File: src/rtl/sampler_reuse_resolver.sv
// sampler_reuse_resolver
//   Sits behind the sampler's valid/tag-match priority encoder. For each
//   accepted access that hit a sampler entry, it reads the entry's stored
//   timestamp and PC, computes the reuse interval (now - stored timestamp,
//   modulo 2^TS_W, clamped to RI_W bits) and offers it downstream with a
//   valid/ready handshake. It also pulses an invalidate for the matched
//   entry so the entry can be re-sampled.
//
//   Optional feature macro: SAMPLER_MISS_CNT_EN
//     When defined, adds stat_clr_i / miss_cnt_o, a saturating 32-bit count
//     of accepted accesses that matched no entry.
//
// Ports
//   clk          clock, rising edge
//   rst          asynchronous active-low reset
//   req_valid_i  sampled access presented
//   req_ready_o  resolver can accept an access (IDLE only)
//   match_vld_i  encoder found a matching entry
//   match_idx_i  lowest matching entry index
//   rd_en_o      entry table read strobe
//   rd_idx_o     entry table read index
//   rd_ts_i      stored timestamp, valid one cycle after rd_en_o
//   rd_pc_i      stored PC, valid one cycle after rd_en_o
//   inv_en_o     one-cycle invalidate pulse
//   inv_idx_o    entry to invalidate
//   now_ts_o     current access timestamp
//   ri_valid_o   reuse interval result valid
//   ri_ready_i   downstream accepts result
//   ri_pc_o      PC of the reused entry
//   ri_value_o   reuse interval (clamped)
//   ri_sat_o     interval was clamped
//   stat_clr_i   (SAMPLER_MISS_CNT_EN) clear the miss count
//   miss_cnt_o   (SAMPLER_MISS_CNT_EN) saturating miss count

module sampler_reuse_resolver #(
    parameter int N_ENTRIES = 512,
    parameter int IDX_W     = $clog2(N_ENTRIES),
    parameter int TS_W      = 32,
    parameter int RI_W      = 24,
    parameter int PC_W      = 32
) (
    input  logic             clk,
    input  logic             rst,
    input  logic             req_valid_i,
    output logic             req_ready_o,
    input  logic             match_vld_i,
    input  logic [IDX_W-1:0] match_idx_i,
    output logic             rd_en_o,
    output logic [IDX_W-1:0] rd_idx_o,
    input  logic [TS_W-1:0]  rd_ts_i,
    input  logic [PC_W-1:0]  rd_pc_i,
    output logic             inv_en_o,
    output logic [IDX_W-1:0] inv_idx_o,
    output logic [TS_W-1:0]  now_ts_o,
    output logic             ri_valid_o,
    input  logic             ri_ready_i,
    output logic [PC_W-1:0]  ri_pc_o,
    output logic [RI_W-1:0]  ri_value_o,
    output logic             ri_sat_o
`ifdef SAMPLER_MISS_CNT_EN
    ,
    input  logic             stat_clr_i,
    output logic [31:0]      miss_cnt_o
`endif
);

    typedef enum logic [1:0] {
        ST_IDLE,
        ST_RD,
        ST_CALC,
        ST_OUT
    } state_t;

    state_t           state;
    state_t           state_next;
    logic [TS_W-1:0]  now_ts;
    logic [TS_W-1:0]  cur_ts;
    logic [IDX_W-1:0] idx;
    logic [TS_W-1:0]  ts_q;
    logic [PC_W-1:0]  pc_q;
    logic [PC_W-1:0]  ri_pc;
    logic [RI_W-1:0]  ri_value;
    logic             ri_sat;
    logic             accept;
    logic [TS_W-1:0]  diff;
    logic             diff_sat;

    // Internal accept ignores rst on purpose: flops are held in reset anyway,
    // and keeping rst out of the flop data paths avoids mixing it with sync logic.
    assign accept = req_valid_i && (state == ST_IDLE);

    // Unsigned modulo subtraction handles timestamp wrap-around for free.
    assign diff     = cur_ts - ts_q;
    assign diff_sat = |diff[TS_W-1:RI_W];

    // Next-state logic for the IDLE -> RD -> CALC -> OUT -> IDLE walk.
    always_comb begin
        state_next = state;
        case (state)
            ST_IDLE: if (req_valid_i && match_vld_i) state_next = ST_RD;
            ST_RD:   state_next = ST_CALC;
            ST_CALC: state_next = ST_OUT;
            ST_OUT:  if (ri_ready_i) state_next = ST_IDLE;
            default: state_next = ST_IDLE;
        endcase
    end

    // State, timestamp counter, captured table data and the result registers.
    // Table data is captured at the end of RD, the result at the end of CALC.
    always_ff @(posedge clk or negedge rst) begin
        if (!rst) begin
            state    <= ST_IDLE;
            now_ts   <= '0;
            cur_ts   <= '0;
            idx      <= '0;
            ts_q     <= '0;
            pc_q     <= '0;
            ri_pc    <= '0;
            ri_value <= '0;
            ri_sat   <= 1'b0;
        end else begin
            state <= state_next;
            if (accept) begin
                now_ts <= now_ts + 1'b1;
                cur_ts <= now_ts;
                if (match_vld_i) begin
                    idx <= match_idx_i;
                end
            end
            if (state == ST_RD) begin
                ts_q <= rd_ts_i;
                pc_q <= rd_pc_i;
            end
            if (state == ST_CALC) begin
                ri_pc    <= pc_q;
                ri_sat   <= diff_sat;
                ri_value <= diff_sat ? {RI_W{1'b1}} : diff[RI_W-1:0];
            end
        end
    end

    // Combinational outputs are gated by rst so they read 0 while in reset,
    // even though the state register already sits in IDLE.
    assign req_ready_o = rst && (state == ST_IDLE);
    assign rd_en_o     = rst && accept && match_vld_i;
    assign rd_idx_o    = rd_en_o ? match_idx_i : '0;
    assign inv_en_o    = (state == ST_CALC);
    assign inv_idx_o   = idx;
    assign now_ts_o    = now_ts;
    assign ri_valid_o  = (state == ST_OUT);
    assign ri_pc_o     = ri_pc;
    assign ri_value_o  = ri_value;
    assign ri_sat_o    = ri_sat;

`ifdef SAMPLER_MISS_CNT_EN
    logic [31:0] miss_cnt;

    // Saturating miss counter; a clear takes priority over a same-cycle miss.
    always_ff @(posedge clk or negedge rst) begin
        if (!rst) begin
            miss_cnt <= '0;
        end else if (stat_clr_i) begin
            miss_cnt <= '0;
        end else if (accept && !match_vld_i && (miss_cnt != 32'hFFFF_FFFF)) begin
            miss_cnt <= miss_cnt + 32'd1;
        end
    end

    assign miss_cnt_o = miss_cnt;
`endif

endmodule

File: config.mk
export PLATFORM = sky130hd
export DESIGN_NAME = sampler_reuse_resolver
export DESIGN_NICKNAME = d
export VERILOG_FILES = /design/src/rtl/sampler_reuse_resolver.sv
export SDC_FILE = /design/constraint.sdc
export NUM_CORES = 1
export LEC_CHECK = 0
export BUFFER_PORTS_ARGS = -buffer_cell sky130_fd_sc_hd__buf_2
export CORE_ASPECT_RATIO = 1.25
export CORE_MARGIN = 3
export CORE_UTILIZATION = 38
export CTS_CLUSTER_DIAMETER = 120
export DETAILED_ROUTE_END_ITERATION = 10
export GPL_ROUTABILITY_DRIVEN = 0
export GPL_TIMING_DRIVEN = 0
export HOLD_SLACK_MARGIN = 0.06
export SLEW_MARGIN = 20
export SYNTH_ARGS = -nofsm -noshare
export SYNTH_HDL_FRONTEND = slang
export SYNTH_SLANG_ARGS = --single-unit
File: constraint.sdc
create_clock -name clk -period 3.09 [get_ports clk]
set_input_delay 0 -clock clk [delete_from_list [all_inputs] [get_ports clk]]
set_output_delay 0 -clock clk [all_outputs]
set_load 0.05 [all_outputs]
Word-level counts from Yosys, hierarchy flattened. Index checks and enable logic that the tools add are counted.

Input bits: 78. Logic and storage cells: 30. Register bits after elaboration: 196. Output and inout port bits: 111.

Equal/unequal tests: 5. Mux-type cells: 5. $add $sub $neg: 2. Reductions and logical operators: 9.

Operators with widths (number): 32-bit by 1-bit adder with 32-bit output (second input constant) (1); 32-bit subtractor (1); 24-bit two-way mux (1); 9-bit two-way mux (1); 2-bit case mux with 4 select lines (1); 8-bit OR reduction (1); 1-bit logical AND (5); 2-bit equality test (second input constant) (2); 2-bit two-way mux (2); 2-bit by 1-bit inequality test with 1-bit output (second input constant) (2); 2-bit AND reduction (2); 2-bit by 1-bit equality test with 1-bit output (second input constant) (1); 2-bit logical NOT (1).

Longest topological paths before layout. Gate-level depths: netlist (run 1).

Depth in word-level cells: 5. Depth in mapped cells: 13. Depth with buffers taken out: 11.

Least setup slack after synthesis (run 1). OpenSTA, ideal clock, no wires.

Path type: flip-flop to flip-flop. From: register ts_q[0]. To: register ri_value[10], in the netlist ri_value_o[10]. Required time: 2.949 ns. Arrival time: 3.142 ns. Setup time: 0.141 ns. Cell stages (with the launch flop): 12. Setup slack: -0.193 ns. Path buffers: 1. Period minus slack after synthesis: 3.283 ns. Cells stage by stage: dfrtp_1 ha_1 fa_1 nand2b_1 a21oi_1 o22ai_1 o31a_2 nor4_2 mux2_1 a211oi_2 buf_6 a41oi_2.

Cells in the longest elaborated chain, start to end: 3.

RTL lines: start: declaration (line 79) `logic [TS_W-1:0] ts_q;`; start signal: assignment (line 131) `ts_q <= rd_ts_i;`; 32-bit subtractor (*) (line 93) `assign diff = cur_ts - ts_q;`; 8-bit OR reduction (line 94) `assign diff_sat = |diff[TS_W-1:RI_W];`; 24-bit two-way mux (*) (line 137) `ri_value <= diff_sat ? {RI_W{1'b1}} : diff[RI_W-1:0];`; end signal: assignment (line 137); end: declaration (line 82) `logic [RI_W-1:0] ri_value;`.

Every way passes the cells marked *; elsewhere a longest branch is shown, timed or not. A chain may end at the register's enable or synchronous reset.

Worst setup path after layout (run 1).
From: register ts_q[0]. To: register ri_value[17], in the netlist ri_value_o[17].

Same word-level chain as after synthesis.

==> flow_summary_export.csv, run 1 <==
group,metric,value,unit
floorplan,row_count,65,
logic_synthesis,synth_area_leaders,"dfrtp_1 (50%), mux2_2 (8.6%), nand2_1 (6.3%)",
cts,htree_levels,4,
route,num_vias,7945,
placement,dp_cells,1454,
sta,worst_pin_slew,0.815,ns
setup_path,crit_top_cell,"buf_12",
logic_synthesis,synthMuxAreaShare,8.71,%
cells_and_area,finish.net_count,1348,
setup_path,crit_path_max_incr_delay,0.42,ns
logic_synthesis,synth_adder_area_share,4.92,%
hold_path,hold_path.class,"input pin to asynchronous set/reset pin",
cells_and_area,drive_above_1_share,30.5,%
cells_and_area,n_antenna_cell,0,
floorplan,core_area,25400,um^2
floorplan,dieWidth,150,um
setup_path,crit_fanout,10,
cells_and_area,fillers,2387,
logic_synthesis,synth_edf_count,0,
sta,worst_slack,0.0380,ns
placement,numPortBuffers,188,
cells_and_area,final_util,51.0,%
placement,hpwlAfterDp,19100,um
route,dr.first_iter.drc_count,380,
logic_synthesis,yosysMostFrequentCell,"dfrtp_1",
setup_path,critical_path_class,"flop to flop",
sta,drv_slew,0,
logic_synthesis,ys_types,66,
route,drt-wirelength-per-cell,16.7,um
logic_synthesis,synth_compound_gate_area_share,13.6,%
cts,path_clk_slew,0.07,ns
logic_synthesis,synth_top_family_by_area,"simple AND/OR/NAND/NOR gates",
run,maxCapViolCount,0,
logic_synthesis,synth_nets,1045,
cts,numClockSinks,196,
global_routing,antenna_found_initial,0,
global_routing,grt_max_degree,101,
setup_path,r2r_cells,12,
cts,clock_latency,0.44,ns
setup_path,endpoint_kind,"flop",
floorplan,ios,189,
logic_synthesis,ys_warn_count,0,
setup_path,cpMaxStageDelayCell,"dfrtp_1",
cts,clock-root-buffer,"clkbuf_16",
setup_path,cp.required,3.38,ns
setup_path,timing.rr.start,"ts_q[0]",
global_routing,grt-ovfl-total,0,
floorplan,die_y,186,um
global_routing,grt_pass1_wl,41800,um
logic_synthesis,synth-seq-area-share,49.9,%
floorplan,initial_core_util,38.7,%
logic_synthesis,syn_avg_cell_area,10.6,um^2
cts,cts_buffers,17,
cts,cts_tree,"built",
logic_synthesis,synth_top_area_share,49.9,%
cells_and_area,final_cell_area,12900,um^2
setup_path,cp_num_buf_inv,2,
sta,finalCriticalPeriod,3.05,ns
sta,fin_worst_skew,0.0135,ns
route,firstDrtPassIters,7,
cts,cts_buffer_depth,2,
placement,placed_cell_area,11300,um^2
logic_synthesis,async_flop_share,100,%
logic_synthesis,synthTopCellsByCount,"dfrtp_1 (196), nand2_1 (165), mux2_2 (75), o21ai_0 (48), nor2_1 (43)",
route,avgViaCountPerCell,5.03,
route,wl,26300,um
power,peakVddDrop,0.000609,V
setup_path,cp_cell_sequence,"ha_4 -> fa_2 -> nand2b_4 -> a21oi_4 -> o22ai_4 -> o31a_4 -> nor4_4 -> mux2_4 -> a211oi_4 -> buf_12 -> buf_12 -> a41oi_2",
setup_path,critPathLaunchType,"flop",
cells_and_area,multi_input_area,4680,um^2
sta,tns,0,ns
floorplan,die_area,27800,um^2
logic_synthesis,yosys.area_share.simple,13.7,%
global_routing,grt_usage,19.1,%
logic_synthesis,yosysTopAreaCell,"dfrtp_1",
sta,rsz0062_at_grt,"true",
power,cellPowerDensity,895,nW/um^2
placement,pre_cts_slack,-0.638,ns
sta,fmax,328,MHz
setup_path,arrival,3.35,ns
sta,setup-violations-final,0,
cells_and_area,area_growth,31.7,%
route,drc,0,
logic_synthesis,synthXorXnorAreaFrac,5.26,%
cells_and_area,seq_area,4900,um^2
setup_path,reg2reg_setup_slack,0.04,ns
logic_synthesis,netlist_area,9820,um^2
setup_path,r2r-end,"ri_value_o[17]",
sta,finalCritPeriodShare,98.8,%
logic_synthesis,synthFlopType,"dfrtp_1",
sta,hold_violations,0,
power,p_leak,6.12,nW
sta,slew_headroom,45.7,%
route,postRouteAntennaNets,0,
setup_path,cp_top_family,"compound AO/OA/AOI/OAI gates",
logic_synthesis,synthCells,929,
logic_synthesis,ys_ff_latch,196,
run_status,outcome,"completed",
global_routing,grt_pass1_vias,7906,
cells_and_area,fin_cells,1579,
[cell families (layout without fill, tap and decap cells)]
logic type,count (synthesis),in the layout
simple gates,298,298
compound gates,173,173
flops,196,196
buf+inv,89,404
xor+xnor,59,59
mux,76,76
fa+ha+maj,38,38
[metal layers]
metal	track usage [%]	wire length, um
met4	7.76	869
met5	0	0
met2	32.6	13100
met3	4.85	1510
met1	23.1	10800
[cells in the final DEF, fill, tap and decap left out, types with 3 or more instances in the layout]
cell type / n
buf_2: 198
dfrtp_1: 196
nand2_1: 165
dlygate4sd3_1: 78
mux2_2: 75
o21ai_0: 47
nor2_1: 43
inv_1: 39
xnor2_1: 37
ha_1: 35
a21oi_1: 27
clkbuf_1: 23
nand3_1: 22
a41oi_2: 22
and3_1: 21
xor2_1: 21
clkbuf_16: 18
buf_4: 14
a21o_1: 12
nand4_1: 11
buf_1: 9
o21ai_1: 8
o21a_1: 7
a31oi_1: 7
and2_1: 6
nor2b_1: 5
and4_1: 5
o211ai_1: 4
buf_6: 4
buf_12: 4
clkinv_4: 4
nor4_1: 3
a21oi_2: 3
a41oi_1: 3
clkbuf_8: 3
[worst register-to-register path: cells and delay by family (launching register included)]
family	cells	cell delay, ns
compound gates	5	0.98
fa+ha+maj	2	0.52
flops	1	0.42
mux	1	0.34
simple gates	2	0.34
buf+inv	2	0.31
[power by group]
group          switching (mW)  internal (mW)
combinational            3.69           2.00
sequential              0.368           3.36
clock                   0.991           1.18
[flip-flops by register name (all words and copies together), names as in the netlist]
name / count
ri_value_o: 24
cur_ts: 32
state: 2
ts_q: 32
ri_pc_o: 32
now_ts_o: 32
inv_idx_o: 9
pc_q: 32
ri_sat_o: 1
[layout make-up]
class,count,area share (%)
Clock inverter,10,0.773
Inverter,39,1.13
Tap cell,335,3.24
Clock buffer,21,3.64
Buffer,50,2.12
Sequential cell,196,37.9
Timing Repair Buffer,284,15.0
Multi-Input combinational cell,644,36.2
[worst max path at each step]
| stage | slack [ns] | depth (start not counted) | start | end |
|---|---|---|---|---|
| floorplan | 0.03 | 11 | ts_q[0] | ri_value_o[10] |
| finish | 0.04 | 12 | ts_q[0] | ri_value_o[17] |
| detailed placement | -0.64 | 11 | ts_q[0] | ri_value_o[10] |
| global placement | -1.41 | 1 | rst | inv_idx_o[0] |
| CTS | 0.007 | 12 | ts_q[0] | ri_value_o[10] |
| global route | -0.04 | 13 | ts_q[13] | ri_value_o[17] |
[metrics by stage]
stage	power (mW)	hold WS, ns
2_1_floorplan	7.79	-0.296
3_3_place_gp	9.08	0.211
3_5_place_dp	9.18	-0.0625
4_1_cts	11.6	0.0637
5_1_grt	12.3	0.0921
6_report	11.6	0.0724
[what timing repair did]
item	4_1_cts	5_1_grt
gates resized for setup	11	20
gates cloned	0	1
buffers inserted	8	7
hold buffers	78	0
endpoints found under the hold margin	272	0
pin swaps	5	13
setup endpoints to repair	27	27
(Power assumes the default switching activity.)
==> run 2, diff against run 1 <==
- GPL_TIMING_DRIVEN: 0 -> not set
- PLACE_DENSITY_LB_ADDON: not set -> 0.3
==> flow_summary_export.csv, run 2 (same netlist as run 1, synthesis figures left out) <==
group,metric,value,unit
floorplan,dieWidth,150,um
cts,numClockSinks,196,
sta,fmax,337,MHz
floorplan,row_count,65,
setup_path,endpoint_kind,"flop",
setup_path,crit_path_max_incr_delay,0.34,ns
hold_path,hold_path.class,"input pin to asynchronous set/reset pin",
cts,clock_latency,0.43,ns
route,num_vias,7788,
placement,dp_cells,1431,
global_routing,grt_usage,18.5,%
cells_and_area,n_antenna_cell,0,
sta,setup-violations-final,0,
sta,finalCritPeriodShare,96.0,%
setup_path,cpMaxStageDelayCell,"fa_2",
cells_and_area,multi_input_area,4630,um^2
cells_and_area,finish.net_count,1316,
sta,slew_headroom,53.8,%
setup_path,cp.required,3.39,ns
route,firstDrtPassIters,6,
sta,drv_slew,0,
setup_path,critical_path_class,"flop to flop",
sta,fin_worst_skew,0.00925,ns
global_routing,grt_max_degree,90,
setup_path,arrival,3.26,ns
cts,path_clk_slew,0.07,ns
placement,hpwlAfterDp,17600,um
setup_path,reg2reg_setup_slack,0.12,ns
cells_and_area,area_growth,30.3,%
placement,numPortBuffers,188,
setup_path,cp_top_family,"compound AO/OA/AOI/OAI gates",
floorplan,die_area,27800,um^2
cts,clock-root-buffer,"clkbuf_16",
power,cellPowerDensity,899,nW/um^2
cells_and_area,drive_above_1_share,31.0,%
route,drt-wirelength-per-cell,16.4,um
global_routing,grt_pass1_vias,8015,
route,dr.first_iter.drc_count,389,
cts,cts_buffer_depth,2,
sta,worst_pin_slew,0.693,ns
placement,pre_cts_slack,-0.0193,ns
global_routing,antenna_found_initial,0,
route,avgViaCountPerCell,5.03,
global_routing,grt_pass1_wl,41200,um
global_routing,grt-ovfl-total,0,
route,postRouteAntennaNets,0,
setup_path,crit_fanout,6,
setup_path,timing.rr.start,"cur_ts[0]",
sta,hold_violations,0,
floorplan,die_y,186,um
floorplan,initial_core_util,38.7,%
power,power,11.5,mW
power,p_leak,6.07,nW
floorplan,core_area,25400,um^2
cells_and_area,seq_area,4900,um^2
setup_path,critPathLaunchType,"flop",
route,drc,0,
sta,finalCriticalPeriod,2.97,ns
cells_and_area,layout_commonest_cell,"dfrtp_1",
setup_path,r2r_cells,13,
cts,cts_tree,"built",
run_status,outcome,"completed",
cells_and_area,fillers,2319,
floorplan,ios,189,
cells_and_area,fin_cells,1548,
run,maxCapViolCount,0,
cells_and_area,final_cell_mix,"dfrtp_1 (196), buf_2 (187), nand2_1 (165)",
setup_path,cp_cell_sequence,"inv_1 -> ha_2 -> fa_2 -> nand2b_4 -> a21oi_4 -> o22ai_2 -> o31a_2 -> nor4_4 -> mux2_4 -> a211oi_4 -> buf_12 -> clkbuf_16 -> a41oi_2",
route,wl,25500,um
power,peakVddDrop,0.000614,V
setup_path,cp_num_buf_inv,3,
setup_path,r2r-end,"ri_value_o[20]",
cts,htree_levels,4,
cts,cts_buffers,17,
sta,worst_slack,0.124,ns
==> run 2: cell count changes in the layout (fill, tap and decap cells not counted), moves of 4 or more <==
cell / change
clkbuf_1: -22
buf_4: +13
buf_2: -11
buf_1: -9
ha_1: -5
ha_2: +5
buf_6: -4
==> run 2: worst max path at each step <==
stage | startpoint | to | slack (ns) | cells after the start
2_1_floorplan | ts_q[0] | ri_value_o[10] | 0.03 | 11
5_1_grt | cur_ts[16] | ri_value_o[4] | -0.002 | 11
3_3_place_gp | cur_ts[0] | ri_value_o[0] | 0.006 | 12
6_report | cur_ts[0] | ri_value_o[20] | 0.12 | 13
3_5_place_dp | cur_ts[0] | ri_value_o[2] | -0.02 | 12
4_1_cts | ts_q[0] | ri_value_o[4] | 0.02 | 12
==> run 2: worst register-to-register path, cell delays in order (launching register included) <==
cell	delay (ns)
dfrtp_1	0.33
inv_1	0.06
ha_2	0.19
fa_2	0.34
nand2b_4	0.16
a21oi_4	0.14
o22ai_2	0.12
o31a_2	0.34
nor4_4	0.16
mux2_4	0.34
a211oi_4	0.24
buf_12	0.16
clkbuf_16	0.15
a41oi_2	0.11
==> run 2: timing repair <==
item / CTS / global route
resized for setup: 3 / 6
pin swaps: 3 / 8
endpoints found under the setup margin: 5 / 25
buffers inserted: 1 / 4
hold endpoints to repair: 144 / 0
hold buffers: 77 / 0
gates cloned: 1 / 2
==> run 2: report_power, final <==
part | internal (mW) | total [mW] | switching [mW]
Clock | 1.15 | 2.15 | 1.00
Sequential | 3.36 | 3.73 | 0.375
Combinational | 2.04 | 5.64 | 3.60
Total | 6.54 | 11.5 | 4.97
==> run 2: final cells by class <==
class                           instances  share of cell area (%)
Clock buffer                           19                    3.46
Tap cell                              335                    3.27
Sequential cell                       196                    38.3
Multi-Input combinational cell        644                    36.1
Timing Repair Buffer                  302                    16.7
Clock inverter                         13                   0.958
Inverter                               39                    1.14
==> run 2: through the flow <==
stage	instance area, um^2	setup TNS (ns)	utilization (%)	hold WS (ns)
global route	12800	-0.00406	50.5	0.126
finish	12800	0	50.5	0.0855
CTS	12700	0	50.1	0.0977
global placement	11300	0	44.6	-0.00162
detailed placement	11300	-0.0277	44.6	-0.00312
floorplan	9860	0	-	-0.296
==> run 2: per-layer routing <==
layer,share of wire [%],track usage (%),up-vias
met1,42,22.6,3769
li1,-,-,3771
met3,5.7,4.70,30
met4,1.8,5.27,0
met2,50,32.3,218
met5,0,0,-
==> run 3, diff against run 2 <==
- CELL_PAD_IN_SITES_DETAIL_PLACEMENT: not set -> 0
- CELL_PAD_IN_SITES_GLOBAL_PLACEMENT: not set -> 2
- CORE_UTILIZATION: 38 -> 32
==> flow_summary_export.csv, run 3 (same netlist as run 1, synthesis figures left out) <==
group,metric,value,unit
run_status,outcome,"complete, but fails checks",
run_status,violations,"setup timing",
cts,htree_levels,4,
global_routing,grt_usage,16.4,%
power,p_leak,6.14,nW
sta,worst_pin_slew,0.889,ns
setup_path,endpoint,"ri_value_o[5]",
sta,setup-violations-final,25,
setup_path,arrival,3.45,ns
sta,fin_worst_skew,0.00816,ns
floorplan,initial_core_util,32.5,%
cts,clock_latency,0.43,ns
setup_path,r2r-end,"ri_value_o[5]",
placement,hpwlAfterDp,18700,um
setup_path,r2r_cells,12,
setup_path,endpoint_kind,"flop",
route,dr.first_iter.drc_count,267,
global_routing,grt_max_degree,101,
global_routing,grt-ovfl-total,0,
cells_and_area,finish.net_count,1324,
floorplan,die_area,32900,um^2
global_routing,antenna_found_initial,0,
floorplan,core_area,30200,um^2
global_routing,use_met3,4.47,%
floorplan,row_count,71,
cells_and_area,final_cell_mix,"dfrtp_1 (196), buf_2 (187), nand2_1 (165)",
route,wl,26800,um
global_routing,busiest_layer,"met2",
setup_path,reg2reg_setup_slack,-0.06,ns
power,cellPowerDensity,907,nW/um^2
floorplan,ios,189,
cells_and_area,layout_commonest_cell,"dfrtp_1",
power,power.switching,5.05,mW
cts,path_clk_slew,0.08,ns
cells_and_area,final_util,43.1,%
sta,fin_hold_ws,0.0776,ns
global_routing,grt_use_met1,21.3,%
power,peakVddDrop,0.000649,V
setup_path,timing.rr.start,"ts_q[0]",
power,internal_power,6.75,mW
route,drt-wirelength-per-cell,16.5,um
route,drc,0,
global_routing,grtUsageMet2,27.2,%
sta,finalCritPeriodShare,102,%
floorplan,die_y,202,um
cts,clock-root-buffer,"clkbuf_16",
cells_and_area,n_antenna_cell,0,
setup_path,crit_fanout,6,
route,avgViaCountPerCell,4.72,
placement,numPortBuffers,188,
global_routing,grt_pass1_wl,43100,um
sta,drv_slew,0,
cells_and_area,final_cell_area,13000,um^2
sta,rsz0062_at_grt,"true",
placement,placed_cell_area,11400,um^2
global_routing,grt_pass1_vias,7931,
cts,numClockSinks,196,
sta,finalCriticalPeriod,3.15,ns
sta,tns,-0.971,ns
cts,cts_buffer_depth,2,
run,maxCapViolCount,0,
power,sw_frac_of_total,42.8,%
route,num_vias,7655,
setup_path,setup.worst_path.start,"ts_q[0]",
power,pwr-share-seq,31.6,%
cts,cts_buffers,17,
hold_path,hold_path.class,"input pin to flop",
power,p_clk_share,19.9,%
sta,slew_headroom,40.7,%
setup_path,cp.required,3.39,ns
sta,worst_slack,-0.0565,ns
sta,hold_violations,0,
power,power_frac_comb,48.5,%
setup_path,critPathLaunchType,"flop",
floorplan,dieWidth,163,um
cts,cts_tree,"built",
route,firstDrtPassIters,4,
cells_and_area,fillers,2982,
cells_and_area,drive_above_1_share,31.6,%
sta,fmax,318,MHz
cells_and_area,area_growth,32.4,%
setup_path,critical_path_class,"flop to flop",
route,postRouteAntennaNets,0,
==> run 3: critical path, cell delays in order, from the launching register on <==
cell	delay, ns
dfrtp_1	0.41
ha_4	0.17
fa_2	0.34
nand2b_4	0.16
a21oi_4	0.16
o22ai_2	0.11
o31a_2	0.33
nor4_4	0.29
mux2_4	0.34
a211oi_4	0.27
buf_6	0.18
clkbuf_16	0.16
a41oi_2	0.11
==> run 3: what timing repair did <==
| action | in CTS | in global routing |
|---|---|---|
| endpoints found under the hold margin | 162 | 0 |
| pin swaps | 0 | 8 |
| hold buffers | 76 | 0 |
| cloned | 1 | 3 |
| buffers inserted | 2 | 6 |
| endpoints found under the setup margin | 24 | 27 |
| gates resized for setup | 3 | 10 |
==> run 3: area by class of cell <==
| class | instances | area (um^2) | share of cell area [%] |
|---|---|---|---|
| Timing Repair Buffer | 310 | 2210 | 17.0 |
| Inverter | 39 | 146 | 1.13 |
| Sequential cell | 196 | 4900 | 37.7 |
| Clock inverter | 15 | 195 | 1.50 |
| Tap cell | 401 | 502 | 3.86 |
| Clock buffer | 17 | 425 | 3.27 |
| Multi-Input combinational cell | 644 | 4630 | 35.6 |
==> run 3: power groups by stage <==
stage          clock network (mW)  logic (mW)  registers, mW
2_1_floorplan                   0        3.00           4.79
5_1_grt                      2.54        6.23           3.83
4_1_cts                      2.45        5.71           3.74
6_report                     2.35        5.72           3.73
3_3_place_gp                    0        5.57           3.75
3_5_place_dp                    0        5.59           3.78
==> run 3: worst min path at each step <==
stage                     startpoint         to  slack, ns  cells past startpoint
after floorplan                  rst  cur_ts[0]      -0.30                      0
after global placement           rst   ts_q[28]       0.16                      1
after detailed placement         rst   ts_q[28]       0.17                      1
after CTS                 ri_ready_i   state[0]       0.06                      4
after global routing      ri_ready_i   state[0]       0.12                      4
final                     ri_ready_i   state[1]       0.08                      5
==> run 3: routing by layer <==
metal | wire [um] | up-vias
met3 | 1450 | 15
met1 | 11800 | 3704
met5 | 0 | -
met4 | 303 | 0
li1 | - | 3786
met2 | 13200 | 150
==> run 3: stage by stage <==
stage	power (mW)	setup slack (ns)	instances
final	11.8	-0.0565	1622
after global routing	12.6	-0.159	1622
after CTS	11.9	-0.0112	1614
after detailed placement	9.37	-0.0527	1503
after global placement	9.32	-0.00858	1503
after floorplan	7.79	0.0299	929
